### src/rtl/leglite_pkg.sv
// Shared constants, opcode encodings and fetch-state type for the leglite fetch unit.
package leglite_pkg;

  localparam int unsigned XLEN    = 16;
  localparam int unsigned OPC_W   = 3;
  localparam int unsigned OFF_W   = 7;
  localparam int unsigned OPC_MSB = 15;
  localparam int unsigned OPC_LSB = 13;
  localparam int unsigned OFF_MSB = 12;
  localparam int unsigned OFF_LSB = 6;

  localparam logic [XLEN-1:0] RESET_PC = 16'h0000;
  localparam logic [XLEN-1:0] RESET_IR = 16'h4000;

  localparam logic [OPC_W-1:0] OP_ADD    = 3'd0;
  localparam logic [OPC_W-1:0] OP_SUB    = 3'd1;
  localparam logic [OPC_W-1:0] OP_BUBBLE = 3'd2;
  localparam logic [OPC_W-1:0] OP_LD     = 3'd3;
  localparam logic [OPC_W-1:0] OP_ST     = 3'd4;
  localparam logic [OPC_W-1:0] OP_CBZ    = 3'd5;
  localparam logic [OPC_W-1:0] OP_ADDI   = 3'd6;
  localparam logic [OPC_W-1:0] OP_ANDI   = 3'd7;

  typedef enum logic [1:0] {
    IDLE  = 2'd0,
    FETCH = 2'd1,
    ISSUE = 2'd2
  } fetch_state_e;

endpackage

### src/rtl/instr_fetch_if.sv
// Instruction-memory read channel between the fetch unit and memory.
interface instr_fetch_if;
  import leglite_pkg::*;

  logic            imem_req;
  logic [XLEN-1:0] imem_addr;
  logic            imem_ack;
  logic [XLEN-1:0] imem_data;

  modport master (output imem_req, output imem_addr, input imem_ack, input imem_data);
  modport slave  (input imem_req, input imem_addr, output imem_ack, output imem_data);
endinterface

### src/rtl/instr_fetch_pc_next.sv
// Next-pc adder: pc + 2, or pc + sign-extended word offset when a branch is taken.
module pc_next
  import leglite_pkg::*;
(
  input  logic [XLEN-1:0]  pc,
  input  logic [OFF_W-1:0] offset,
  input  logic             take_branch,
  output logic [XLEN-1:0]  next_pc
);

  logic [XLEN-1:0] disp_c;

  // Offset counts 16-bit words, so it becomes a byte displacement after the shift.
  always_comb begin
    disp_c  = {{(XLEN-OFF_W){offset[OFF_W-1]}}, offset} << 1;
    next_pc = pc + (take_branch ? disp_c : XLEN'(2));
  end

endmodule

### src/rtl/instr_fetch.sv
// Fetch/issue sequencer: requests an instruction at pc, latches it into IR and
// issues it to the decoder, advancing pc unless the downstream stalls.
module instr_fetch
  import leglite_pkg::*;
(
  input  logic              clock,
  input  logic              reset,
  instr_fetch_if.master     imem,
  input  logic              stall,
  input  logic              branch,
  input  logic              zero,
  output logic [XLEN-1:0]   instr,
  output logic [OPC_W-1:0]  opcode,
  output logic              instr_valid,
  output logic [XLEN-1:0]   pc
);

  fetch_state_e    state, state_nxt;
  logic [XLEN-1:0] pc_q, ir_q, next_pc_c;
  logic            req_q;
  logic            ir_load_c, pc_load_c, take_branch_c;

  pc_next u_pc_next (
    .pc          (pc_q),
    .offset      (ir_q[OFF_MSB:OFF_LSB]),
    .take_branch (take_branch_c),
    .next_pc     (next_pc_c)
  );

  always_ff @(posedge clock or negedge reset) begin
    if (!reset) begin
      state <= IDLE;
      pc_q  <= RESET_PC;
      ir_q  <= RESET_IR;
      req_q <= 1'b0;
    end else begin
      state <= state_nxt;
      req_q <= (state_nxt == FETCH);
      if (ir_load_c) ir_q <= imem.imem_data;
      if (pc_load_c) pc_q <= next_pc_c;
    end
  end

  // Opcode/instr_valid follow stall within the cycle so a stalled issue is a bubble.
  always_comb begin
    state_nxt     = state;
    ir_load_c     = 1'b0;
    pc_load_c     = 1'b0;
    take_branch_c = 1'b0;
    instr_valid   = 1'b0;
    opcode        = OP_BUBBLE;
    case (state)
      IDLE: state_nxt = FETCH;
      FETCH: begin
        if (imem.imem_ack) begin
          ir_load_c = 1'b1;
          state_nxt = ISSUE;
        end
      end
      ISSUE: begin
        if (!stall) begin
          instr_valid   = 1'b1;
          opcode        = ir_q[OPC_MSB:OPC_LSB];
          pc_load_c     = 1'b1;
          take_branch_c = branch & zero;
          state_nxt     = FETCH;
        end
      end
      default: state_nxt = IDLE;
    endcase
  end

  assign imem.imem_req  = req_q;
  assign imem.imem_addr = pc_q;
  assign instr          = ir_q;
  assign pc             = pc_q;

endmodule

### src/flat_wrapper.sv
// flat-port wrapper written by rule: the top's interface ports become plain ports
module instr_fetch_flat import leglite_pkg::*;
  (clock, reset, stall, branch, zero, instr, opcode, instr_valid, pc, imem_imem_req, imem_imem_addr, imem_imem_ack, imem_imem_data);
  instr_fetch_if imem_i ();
  input  logic clock;
  input  logic reset;
  input  logic stall;
  input  logic branch;
  input  logic zero;
  output logic [XLEN-1:0] instr;
  output logic [OPC_W-1:0] opcode;
  output logic instr_valid;
  output logic [XLEN-1:0] pc;
  output wire logic [$bits(imem_i.imem_req)-1:0] imem_imem_req;
  output wire logic [$bits(imem_i.imem_addr)-1:0] imem_imem_addr;
  input wire logic [$bits(imem_i.imem_ack)-1:0] imem_imem_ack;
  input wire logic [$bits(imem_i.imem_data)-1:0] imem_imem_data;
  assign imem_imem_req = imem_i.imem_req;
  assign imem_imem_addr = imem_i.imem_addr;
  assign imem_i.imem_ack = imem_imem_ack;
  assign imem_i.imem_data = imem_imem_data;
  instr_fetch u_core (.clock(clock), .reset(reset), .imem(imem_i), .stall(stall), .branch(branch), .zero(zero), .instr(instr), .opcode(opcode), .instr_valid(instr_valid), .pc(pc));
endmodule
### config.mk
export PLATFORM = sky130hd
export DESIGN_NAME = instr_fetch_flat
export DESIGN_NICKNAME = d
export VERILOG_FILES = /design/src/rtl/leglite_pkg.sv /design/src/rtl/instr_fetch_if.sv /design/src/rtl/instr_fetch_pc_next.sv /design/src/rtl/instr_fetch.sv /design/src/flat_wrapper.sv
export SDC_FILE = /design/constraint.sdc
export NUM_CORES = 1
export LEC_CHECK = 0
export ABC_AREA = 1
export BUFFER_PORTS_ARGS = -buffer_cell sky130_fd_sc_hd__buf_2
export CAP_MARGIN = 20
export CORE_ASPECT_RATIO = 2
export CORE_UTILIZATION = 52
export DETAILED_ROUTE_END_ITERATION = 7
export PLACE_DENSITY = 0.77
export SETUP_SLACK_MARGIN = 0.02
export SYNTH_ARGS = -nofsm -noshare
export SYNTH_HDL_FRONTEND = slang
export SYNTH_HIERARCHICAL = 1
export SYNTH_SLANG_ARGS = --single-unit
### constraint.sdc
create_clock -name clock -period 3.4 [get_ports clock]
set_input_delay 0.34 -clock clock [delete_from_list [all_inputs] [get_ports clock]]
set_output_delay 0.34 -clock clock [all_outputs]
set_load 0.05 [all_outputs]
-- Yosys cells after proc, flatten, opt, wreduce, memory -nomap -nowiden
Cells that the tools add are included.
- register bits after elaboration: 35
- bits of input ports: 22
- output and inout bits: 53
- word-level logic and storage cells: 22
- add/sub/neg operators: 1
- equal/unequal tests: 3
- mux-type cells: 12
- bitwise gates (word level): 1
- reductions and logical operators: 1
- operators by type and width (kind ; count):
    $add 16x16->16 ; 1
    $mux 16 ; 1
    $mux 1 ; 6
    $mux 3 ; 2
    $pmux 2 s3 ; 1
    $eq 2x1->1 const B ; 2
    $mux 2 ; 2
    $eq 2x2->1 const B ; 1
    $logic_not 2->1 ; 1
    $and 1x1->1 ; 1

-- Longest topological paths before layout
- depth in word-level cells: 5
- mapped depth: 20
- mapped depth without buffers: 18

-- Cells and area by module
The synthesis kept the hierarchy.
- by module, submodules not included (module ; instances ; cells an instance ; area an instance (µm²) ; seq. area each (µm²)):
    instr_fetch ; 1 ; 177 ; 1600.3 ; 877.1
    pc_next ; 1 ; 165 ; 924.6 ; 0.0

-- Least setup slack after synthesis
No wires, ideal clock.
- path kind: register to register
- from: reg u_core.state[0]
- to: reg u_core.pc_q[13] (netlist: u_core/imem.imem_addr[13])
- setup time: 0.120 ns
- data arrival time: 2.665 ns
- path slack: 0.615 ns
- stages on the path, launching flop included: 19
- period minus slack after synthesis: 2.785 ns
- cell sequence: dfrtp_1 nor2_4 nand2_2 buf_6 nor2_1 buf_4 nand2_1 ha_1 fa_1 nand2_1 nand3_1 nand2_1 nand2_1 nand2_1 nand2_1 nand2_1 nand2_1 nand3_1 nand2_1
- word-level cells in the longest chain between the ends: 4
- RTL lines (what ; RTL line ; text):
    start, declared ; instr_fetch.sv:18 ; fetch_state_e state, state_nxt;
    start signal, assigned ; instr_fetch.sv:37 ; state <= state_nxt;
    $eq 2x2->1 ; instr_fetch.sv:52 ; case (state)
    $mux 1 ; instr_fetch.sv:52 ;
    net u_core.take_branch_c ; instr_fetch.sv:21 ; logic ir_load_c, pc_load_c, take_branch_c;
    $mux 16 ; instr_fetch_pc_next.sv:16 ; next_pc = pc + (take_branch ? disp_c : XLEN'(2));
    $add 16x16->16 ; instr_fetch_pc_next.sv:16 ;
    net u_core.next_pc_c[13] ; instr_fetch.sv:19 ; logic [XLEN-1:0] pc_q, ir_q, next_pc_c;
    end signal, assigned ; instr_fetch.sv:40 ; if (pc_load_c) pc_q <= next_pc_c;
    end, declared ; instr_fetch.sv:19 ;
The timed path passes the listed nets, and every way through them passes these cells.
A chain may end at the register's enable or synchronous reset.

-- Final worst setup path
Same ends and word-level chain as after synthesis.

==> impl_metrics.yaml <==
cells_and_area:
  final_cell_area_um2: 2869
  area_growth_pct: 13.63
  drive_gt1_share_pct: 29.40
  diodes: 0
  nets: 426
  utilization_pct: 61.81
clock_tree:
  clk_path_buf_depth: 2
  path_clk_slew_ns: 0.08
  clk_latency_ns: 0.29
  cts_tree: "done"
  cts_hold_buf: 0
  ctsResizeCount: 0
  cts-root-buf: "clkbuf_8"
  cts_inserted_buffers: 5
  postCtsSetupBuffers: 0
  cts_sinks: 35
  cts_max_level: 2
yosys:
  synth.most_common_cell: "nand2_1"
  netlist_instances: 342
  ys_types: 31
  yosysSeqAreaShare_pct: 34.74
  yosys.area.top_type: "dfrtp_1"
  syn_area_um2: 2525
  synth-main-ff-cell: "dfrtp_1"
  yosysWarnings: 6
  async_reset_ff_share_pct: 100.0
  synth_area_per_cell_um2: 7.383
  synth_edf_count: 0
  synthTopCellsByArea: "dfrtp_1 34%, nand2_1 19%, buf_4 5.9%"
  synth_top_area_share_pct: 33.70
  netlist_top_cells_count: "125 x nand2_1, 34 x dfrtp_1, 30 x inv_1, 30 x nand3_1, 20 x buf_4"
  syn_nets: 371
  ys_seq_elements: 35
run_status:
  status: "finished clean"
grt:
  grt_max_degree: 36
  antenna_found_initial: 0
  grt_pass1_wl_mm: 10.03
  grt_pass1_vias: 2280
  grt_usage_pct: 25.65
  overflow: 0
detailed_routing:
  routed_wl_mm: 6.218
  first_iter_violations: 60
  drcViolationCount: 0
  ant_nets: 0
  avgRoutedWirePerCell_um: 13.73
  dr.pass1.iters: 4
  vias: 2409
  vias_per_cell: 5.318
timing:
  fin_crit_ns: 2.578
  setup_tns_ns: 0
  period_share_pct: 75.82
  tightest_slew_ns: 0.7966
  slew_viol_final: 0
  slew_headroom_pct: 46.89
  setup_viol: 0
  rsz0062_at_grt: "no"
  skew_ns: 0.008830
  finalHoldViolations: 0
  max_freq_mhz: 387.9
floorplanning:
  rows: 35
  die_h_um: 100.5
  ioPinCount: 75
  core_um2: 4642
  initial_core_util_pct: 54.39
  die-area_um2: 5155
  die_w_um: 51.27
worst_setup_path:
  rrSetupSlack_ns: 0.82
  path_max_fanout: 14
  required_ns: 3.59
  critPathCaptureType: "flop"
  worstPathArrival_ns: 2.77
  worstSetupPathType: "flop to flop"
  startpoint: "u_core/state[0]"
  timing.rr.start: "u_core/state[0]"
  cp-start-kind: "flop"
placement:
  dpl_cell_area_um2: 2756
  dp_hpwl_mm: 4.577
  port_buffers: 74
  gp_congestion: 0.9546
flow_run:
  cap_violations: 0
power:
  vdd.ir_drop.worst_uv: 707.8
  p_per_area_nw_per_um2: 849.3
  leakage_nw: 1.713
min_path:
  hold_path_class: "input port to async pin"
-- final timing paths --
kind | cells after the start | endpoint
max | 17 | u_core/imem.imem_addr[13]
max reg2reg | 17 | u_core/imem.imem_addr[13]
min in group clock | 3 | u_core/instr[14]
min reg2reg | 2 | u_core/instr[5]
max in group asynchronous | 1 | u_core/instr[9]
min | 1 | u_core/imem.imem_addr[13]
-- cell type report --
cell class / instances / area [um2]
Tap cell: 55 / 68.82
Multi-Input combinational cell: 242 / 1270
Clock inverter: 3 / 43.79
Timing Repair Buffer: 79 / 407.9
Clock buffer: 5 / 68.82
Fill cell: 474 / 1773
Inverter: 34 / 132.6
Sequential cell: 35 / 877.1
-- stage by stage --
stage	cells	hold slack [ns]	worst slack [ns]	total power, mW
3_5_place_dp	445	0.4532	0.8142	2.060
6_report	453	0.1334	0.8221	2.437
5_1_grt	453	0.1943	0.6388	2.566
2_1_floorplan	342	0.04441	0.6154	1.818
4_1_cts	453	0.1573	0.8433	2.452
3_3_place_gp	445	0.4525	0.8544	2.042
-- cell families (layout without fill, tap and decap cells) --
family                     after synthesis  count (layout)  share of synthesized area (%)
and+or+nand+nor                        209             209                          38.95
buffers and inverters                   65             121                          14.97
DFF                                     35              35                          34.74
AOI/OAI and AO/OA                       15              15                          3.469
xor gates and xnor gates                11              11                          4.113
adders and majority gates                7               7                          3.766
-- where the power goes --
part           internal [mW]  switching (mW)
Clock                  0.218           0.167
Sequential             0.566           0.142
Combinational          0.296            1.05
-- per-layer routing --
metal | wire, um | track usage [%]
met1 | 2198 | 27.39
met2 | 3433 | 46.15
met3 | 266 | 2.715
met4 | 319 | 16.22
met5 | 0 | 0
-- layout by cell type (no fill, tap or decap) --
cell,netlist,final
fa_1,1,1
clkinv_4,0,1
xor2_2,1,1
inv_4,2,2
nand3_4,1,1
o21ai_1,1,1
bufinv_16,0,1
buf_2,6,74
o21ai_0,6,6
ha_1,6,6
nand2_2,12,12
nand2_4,3,3
buf_4,20,5
a31oi_1,2,2
nor2_4,2,2
inv_2,2,2
nand3_1,30,30
nand3_2,3,3
o21bai_1,1,1
clkbuf_8,0,5
nor2_1,10,10
a21oi_1,3,3
xor2_1,7,7
a41oi_1,2,2
clkinv_2,0,1
inv_1,30,30
nor2_2,3,3
dfstp_2,1,1
dfrtp_1,34,34
nand4_1,17,17
xnor2_1,3,3
nand2_1,125,125
nand3b_1,3,3
-- state kept, by name (all words and copies together) (netlist names) --
signal                 cells
u_core/instr              16
u_core/imem.imem_addr     16
u_core/imem.imem_req       1
u_core/state               2
-- worst max-delay path: stages, from the launching register on --
cell and delay (ns):
dfrtp_1 0.41, nor2_4 0.12, nand2_2 0.06, nor2_1 0.08
buf_4 0.22, nand2_1 0.08, ha_1 0.22, fa_1 0.45
nand2_1 0.10, nand3_1 0.20, nand2_1 0.12, nand2_1 0.07
nand2_1 0.09, nand2_1 0.05, nand2_1 0.05, nand2_1 0.04
nand3_1 0.07, nand2_1 0.05
Power figures use the tool's default switching activity.
